**config.mk**
```make
export PLATFORM = sky130hd
export DESIGN_NAME = mux_4x1_rr_arbiter
export DESIGN_NICKNAME = d
export VERILOG_FILES = /design/src/rtl/mux_4x1_rr_arbiter.sv
export SDC_FILE = /design/constraint.sdc
export NUM_CORES = 1
export LEC_CHECK = 0
export CAP_MARGIN = 30
export CORE_MARGIN = 3
export CORE_UTILIZATION = 49
export CTS_CLUSTER_SIZE = 14
export DETAILED_ROUTE_END_ITERATION = 10
export PLACE_DENSITY = 0.95
export SLEW_MARGIN = 10
export SYNTH_ARGS = -nofsm -noshare
export SYNTH_HDL_FRONTEND = slang
export SYNTH_SLANG_ARGS = --single-unit
```
**constraint.sdc**
```tcl
create_clock -name clk -period 5.9 [get_ports clk]
set_input_delay 0.59 -clock clk [delete_from_list [all_inputs] [get_ports clk]]
set_output_delay 0.59 -clock clk [all_outputs]
set_load 0.005 [all_outputs]
```
**src/rtl/mux_4x1_rr_arbiter.sv**
```systemverilog
// Round-robin arbiter sharing one 4:1 n-bit mux among requesters A..D, with a per-grant burst limit (optional LOCK via MUX_ARB_LOCK_EN).
// Latency: GNT/S registered, 1 cycle after REQ; Y/VALID combinational from the current grant, REQ and data.
// Backpressure: READY low holds grant, select and burst count; rotation happens only on transfers or withdrawal.
module mux_4x1_rr_arbiter #(
    parameter int n     = 4,
    parameter int BURST = 4
) (
    input  logic         clk,
    input  logic         rst_n,
    input  logic [3:0]   REQ,
    input  logic [n-1:0] A,
    input  logic [n-1:0] B,
    input  logic [n-1:0] C,
    input  logic [n-1:0] D,
    input  logic         READY,
`ifdef MUX_ARB_LOCK_EN
    input  logic         LOCK,
`endif
    output logic [3:0]   GNT,
    output logic [1:0]   S,
    output logic [n-1:0] Y,
    output logic         VALID
);

    typedef enum logic {IDLE, BUSY} state_t;

    localparam logic [7:0] CNT_MAX = 8'(BURST - 1);

    state_t       state;
    logic [7:0]   cnt;
    logic [1:0]   last;
    logic [n-1:0] sel_dat;
    logic [1:0]   pick_from;
    logic [1:0]   win;
    logic         xfer;
    logic         at_limit;
    logic         lock_hold;
    logic         rel;

    // First set bit searching from (from+1) and wrapping; 'from' itself is checked last.
    function automatic logic [1:0] rr_pick(input logic [3:0] req, input logic [1:0] from);
        logic [1:0] idx;
        logic [1:0] res;
        res = from;
        for (int k = 4; k >= 1; k--) begin
            idx = from + 2'(k);
            if (req[idx]) res = idx;
        end
        return res;
    endfunction

`ifdef MUX_ARB_LOCK_EN
    assign lock_hold = LOCK;
`else
    assign lock_hold = 1'b0;
`endif

    always_comb begin
        sel_dat = A;
        case (S)
            2'd0: sel_dat = A;
            2'd1: sel_dat = B;
            2'd2: sel_dat = C;
            2'd3: sel_dat = D;
            default: sel_dat = A;
        endcase
    end

    assign VALID     = (state == BUSY) && REQ[S];
    assign Y         = VALID ? sel_dat : '0;
    assign xfer      = VALID && READY;
    assign at_limit  = (cnt == CNT_MAX);
    // Withdrawal releases immediately; the burst limit releases only on the final transfer.
    assign rel       = (state == BUSY) && (!REQ[S] || (xfer && at_limit && !lock_hold));
    // On release the old grant is searched last, so it is re-granted only if alone.
    assign pick_from = (state == BUSY) ? S : last;
    assign win       = rr_pick(REQ, pick_from);

    always_ff @(posedge clk or negedge rst_n) begin
        if (!rst_n) begin
            state <= IDLE;
            cnt   <= 8'd0;
            last  <= 2'd3;
            GNT   <= 4'b0000;
            S     <= 2'd0;
        end else begin
            case (state)
                IDLE: begin
                    if (|REQ) begin
                        state <= BUSY;
                        S     <= win;
                        GNT   <= 4'b0001 << win;
                        cnt   <= 8'd0;
                    end
                end
                BUSY: begin
                    if (rel) begin
                        last <= S;
                        cnt  <= 8'd0;
                        if (|REQ) begin
                            S   <= win;
                            GNT <= 4'b0001 << win;
                        end else begin
                            state <= IDLE;
                            GNT   <= 4'b0000;
                        end
                    end else if (xfer && !at_limit) begin
                        cnt <= cnt + 8'd1;
                    end
                end
                default: begin
                    state <= IDLE;
                    GNT   <= 4'b0000;
                end
            endcase
        end
    end

endmodule
```
Yosys cells after proc, flatten, opt, wreduce, memory -nomap -nowiden:

Index checks and enable logic that the tools add are counted.

* flip-flop bits (word level): 17
* bits of input ports: 23
* output and inout port bits: 11
* word-level logic and storage cells: 63

* add/sub/neg operators: 4
* $lt $le $gt $ge: 4
* equality and inequality tests: 7
* shifts and indexed selects: 1
* multiplexer cells: 28
* bitwise gates (word level): 1
* reduce and logical (&&, ||, !) cells: 13

Operators with widths (count)
* 8-bit two-way mux: 3
* 4-bit two-way mux: 4
* 4-bit one-hot mux with 4 select lines: 1
* 8-bit one-hot mux with 2 select lines: 1
* 2-bit by 3-bit less-than comparator with 1-bit output (second input constant): 4
* 2-bit two-way mux: 6
* 8-bit by 1-bit adder with 8-bit output (second input constant): 1
* 1-bit binary-select mux with 2-bit select: 4
* 8-bit by 2-bit == test with 1-bit output (second input constant): 1
* 4-bit one-hot mux with 2 select lines: 1
* 1-bit two-way mux: 6
* 2-bit AND reduction: 3
* 1-bit logical AND: 5
* 2-bit adder (second input constant): 2
* 2-bit == test (second input constant): 2
* 2-bit one-hot mux with 2 select lines: 1
* 4-bit OR reduction: 1
* 1-bit by 2-bit << shifter with 4-bit output (first input constant): 1
* 3-bit by 1-bit != test with 1-bit output (second input constant): 1
* 2-bit by 1-bit adder with 2-bit output (second input constant): 1
* 2-bit by 1-bit == test with 1-bit output (second input constant): 1
* 1-bit zero test: 2
* 2-bit zero test: 1
* 2-bit by 1-bit != test with 1-bit output (second input constant): 1
* other kinds (4): 4

Longest topological paths before layout:

* depth after elaboration: 11
* depth in mapped cells: 7

Least setup slack after synthesis:

OpenSTA, ideal clock, no wires.

* path kind: reg2out
* start: reg S[0]
* end: out Y[0]
* arrival: 1.326 ns
* path slack: 3.984 ns
* cell stages (with the launch flop): 7
* buffers on the path: 2
* cell sequence: dfrtp_1 -> buf_2 -> or2b_1 -> o22a_1 -> buf_2 -> inv_1 -> and2_1

* word-level cells in the longest chain between the ends: 4

Ends and longest elaborated chain
* start, declared: line 20 `output logic [1:0] S,`
* start signal, assigned: line 91 `S <= win;`
* start signal, assigned: line 101 `S <= win;`
* 1-bit binary-select mux with 2-bit select: line 69 `assign VALID = (state == BUSY) && REQ[S];`
* 1-bit two-way mux (implied by the code): line 69
* 1-bit logical AND: line 69
* net VALID: line 22 `output logic VALID`
* 4-bit two-way mux: line 70 `assign Y = VALID ? sel_dat : '0;`
* end, declared: line 21 `output logic [n-1:0] Y,`

The timed path passes the listed nets, and every way through them passes these cells. The select of a mux whose other input is x is not followed.

Worst setup path after layout:

* start: in REQ[3]
* end: out Y[2]

* word-level cells in the longest chain between the ends: 4

Ends and longest elaborated chain
* start, declared: line 10 `input logic [3:0] REQ,`
* 1-bit binary-select mux with 2-bit select: line 69
* 1-bit two-way mux (implied by the code): line 69
* 1-bit logical AND: line 69
* 4-bit two-way mux: line 70

No other way between the ends. The select of a mux whose other input is x is not followed.

==> flow_metrics.env <==
export IMPL_run_status="finished, final reports clean"
export IMPL_critical_path_arrival_ns=2.47
export IMPL_synthDistinctLibCells=33
export IMPL_grt_most_used_layer="met2"
export IMPL_gp_routability_congestion=0.8126
export IMPL_postSynthNetCount=129
export IMPL_synthesis_area_per_instance_sq_um=10.37
export IMPL_vias_per_inst=5.873
export IMPL_setup_tns_final_ns=0
export IMPL_transition_time_at_the_pin_with_the_least_slew_margin_ns=0.7516
export IMPL_clock_sinks=17
export IMPL_drt_first_iter_violations=12
export IMPL_timing_critical_path_slowest_stage_cell="clkdlybuf4s50_1"
export IMPL_timing_worst_setup_path_type="primary input to output pin"
export IMPL_reg2reg_slack_ns=3.70
export IMPL_insertedDiodeCount=0
export IMPL_areaGrowthSynthToFinish_pct=33.33
export IMPL_finalWorstSetupSlack_ns=2.843
export IMPL_worst_setup_path_endpoint="Y[2]"
export IMPL_cellLeakagePower_nw=0.5882
export IMPL_cts_root_to_sink_buffers=2
export IMPL_detailedRoute_firstPassIterationCount=4
export IMPL_holdBufCountCts=0
export IMPL_wire_length_of_the_first_global_routing_pass_mm=4.202
export IMPL_htreeDepth=1
export IMPL_grt_usage=0.2054
export IMPL_r2r_end="S[0]"
export IMPL_postRouteWirelength_mm=2.514
export IMPL_tritoncts="built"
export IMPL_timing_critical_path_to_type="output pin"
export IMPL_timing_fmax_mhz=327.1
export IMPL_ir_drop_uv=383.8
export IMPL_placement_io_buffers=33
export IMPL_synth_sequential_area_ratio=0.3931
export IMPL_initial_utilization=0.5384
export IMPL_most_frequent_standard_cell_in_the_layout_excluding_fill_and_tap_cells="clkdlybuf4s50_1"
export IMPL_placement_setup_worst_slack_ns=2.841
export IMPL_buffer_type_at_the_clock_tree_root="clkbuf_4"
export IMPL_max_slew_margin_rel=0.4974
export IMPL_wl_per_cell_um=15.24
export IMPL_timing_final_crit_share=0.5181
export IMPL_final_layout_fill_cell_count=149
export IMPL_report_final_hold_viol_count=0
export IMPL_powerDensity_nw_per_um2=391.5
export IMPL_timing_rr_start="S[1]"
export IMPL_final_setup_fails=0
export IMPL_dieArea_sq_um=2823
export IMPL_detailedPlacementHpwl_mm=1.919
export IMPL_grt_setup_unrepaired="no"
export IMPL_floorplan_die_height_um=53.13
export IMPL_critical_path_required_ns=5.31
export IMPL_vias_in_the_first_global_route=971
export IMPL_placement_rows=16
export IMPL_setup_worst_path_start="REQ[3]"
export IMPL_nets=163
export IMPL_start_kind="primary input"
export IMPL_min_period_ns=3.057
export IMPL_timing_critical_path_cells="clkdlybuf4s50_1 -> mux2i_1 -> o22a_1 -> inv_1 -> and2_1 -> clkdlybuf4s50_1"
export IMPL_grt_use_met2=0.3698
export IMPL_grt_start_max_net_pins=18
export IMPL_post_synthesis_sequential_element_count=17
export IMPL_core_area_sq_um=2022
export IMPL_overflow_left_after_global_routing=0
export IMPL_post_cts_resized=0
export IMPL_postSynthCellCount=105
export IMPL_design_portCount=34
export IMPL_route_detailed_drc=0
export IMPL_use_met1=0.2272
export IMPL_ys_warnings_count=0
export IMPL_dr_vias=969
export IMPL_chipWidth_um=53.13
export IMPL_cts_setup_buffers=0
export IMPL_cp_max_fo=9
export IMPL_clkSlewWorstSetupHoldPaths_ns=0.10
export IMPL_crit_path_max_incr_delay_ns=0.49
export IMPL_cpMostUsedCell="clkdlybuf4s50_1"
export IMPL_most_common_layout_cells="33 x clkdlybuf4s50_1, 15 x dfrtp_1, 12 x nand2_1"
export IMPL_r2r_cells=5
export IMPL_clock_skew_final_ns=0.009222
export IMPL_drv_cap=0
export IMPL_post_synth_instance_area_sq_um=1089
export IMPL_fraction_of_final_layout_cells_with_drive_strength_greater_than_1=0.1304
export IMPL_tritoncts_num_buffers=3
export IMPL_final_max_slew_viol_count=0
export IMPL_number_of_antenna_violations_at_the_first_check_in_global_routing=0
export IMPL_holdCritPathClass="flop to flop"
export IMPL_gr_usage_met3=0.03944
export IMPL_finalHoldWorstSlack_ns=0.4861
export IMPL_antenna_violating_nets_post_route=0
export IMPL_insertion_delay_ns=0.31
[cells by family after synthesis]
| family | count (synthesis) | share of synthesized area |
|---|---|---|
| AO/OA/AOI/OAI | 31 | 0.2115 |
| AND/OR/NAND/NOR | 34 | 0.1598 |
| adder cells (fa/ha/maj) | 1 | 0.01149 |
| buffers and inverters | 7 | 0.03678 |
| multiplexers | 13 | 0.1713 |
| XOR/XNOR | 2 | 0.01609 |
| flip-flops | 17 | 0.3931 |
[Yosys cell counts (all sizes together)]
master,count,area share
a21oi,2,0.0092
a22oi,1,0.0069
a32o,3,0.028
and2,5,0.029
and3,1,0.0058
buf,4,0.026
dfrtp,15,0.34
dfstp,2,0.048
ha,1,0.011
inv,3,0.010
mux2,5,0.052
mux2i,4,0.037
mux4,4,0.083
nand2,12,0.041
nand3,3,0.014
nor2,4,0.014
nor3,3,0.014
nor4,2,0.011
nor4b,1,0.0080
o211ai,2,0.014
o21a,7,0.048
o21ai,10,0.060
o22a,3,0.024
o22ai,1,0.0058
o31a,2,0.016
or2,1,0.0058
or2b,1,0.0069
or4,1,0.010
xor2,2,0.016
[layer usage]
metal  up-vias  wire [um]
met4         0         68
met3         5        241
met1       461       1037
met2        37       1166
li1        466          -
met5         -          0
[report_power, final]
part | total (mW) | leakage, nW | switching (mW) | internal (mW)
combinational | 0.310 | 0.354 | 0.128 | 0.182
sequential | 0.193 | 0.216 | 0.0405 | 0.152
clock | 0.0653 | 0.0177 | 0.0400 | 0.0253
total | 0.568 | 0.588 | 0.208 | 0.360
[per-stage QoR]
stage | utilization | std cells | instance area, sq um | power [mW]
3_5_place_dp | 0.7042 | 161 | 1424 | 0.5071
2_1_floorplan | - | 105 | 1089 | 0.3879
5_1_grt | 0.7178 | 165 | 1451 | 0.6143
3_3_place_gp | 0.7042 | 161 | 1424 | 0.4924
4_1_cts | 0.7178 | 165 | 1451 | 0.5721
6_report | 0.7178 | 165 | 1451 | 0.5682
[worst min path at each step]
stage / to / cells past startpoint / from
5_1_grt: GNT[1] / 1 / GNT[1]
3_3_place_gp: GNT[0] / 2 / GNT[0]
6_report: GNT[0] / 2 / GNT[0]
2_1_floorplan: GNT[0] / 0 / rst_n
4_1_cts: GNT[0] / 2 / GNT[0]
3_5_place_dp: GNT[0] / 2 / GNT[0]
[flip-flops by register name, summed over array words and instances, names as in the netlist]
signal / flops
GNT: 4
cnt: 8
last: 2
S: 2
state: 1
[cell type report]
cell class / count / area, sq um / area share
Clock buffer: 3 / 22.52 / 0.01552
Clock inverter: 1 / 5.005 / 0.003448
Inverter: 3 / 11.26 / 0.007759
Multi-Input combinational cell: 81 / 620.6 / 0.4276
Sequential cell: 17 / 427.9 / 0.2948
Tap cell: 27 / 33.78 / 0.02328
Timing Repair Buffer: 33 / 330.3 / 0.2276
[critical path, delay by kind of cell]
| family | cells | cell delay, ns |
|---|---|---|
| buffers and inverters | 3 | 1.08 |
| AOI/OAI and AO/OA | 1 | 0.40 |
| muxes | 1 | 0.23 |
| and+or+nand+nor | 1 | 0.16 |
No activity file was read; power rests on OpenSTA's default activity.
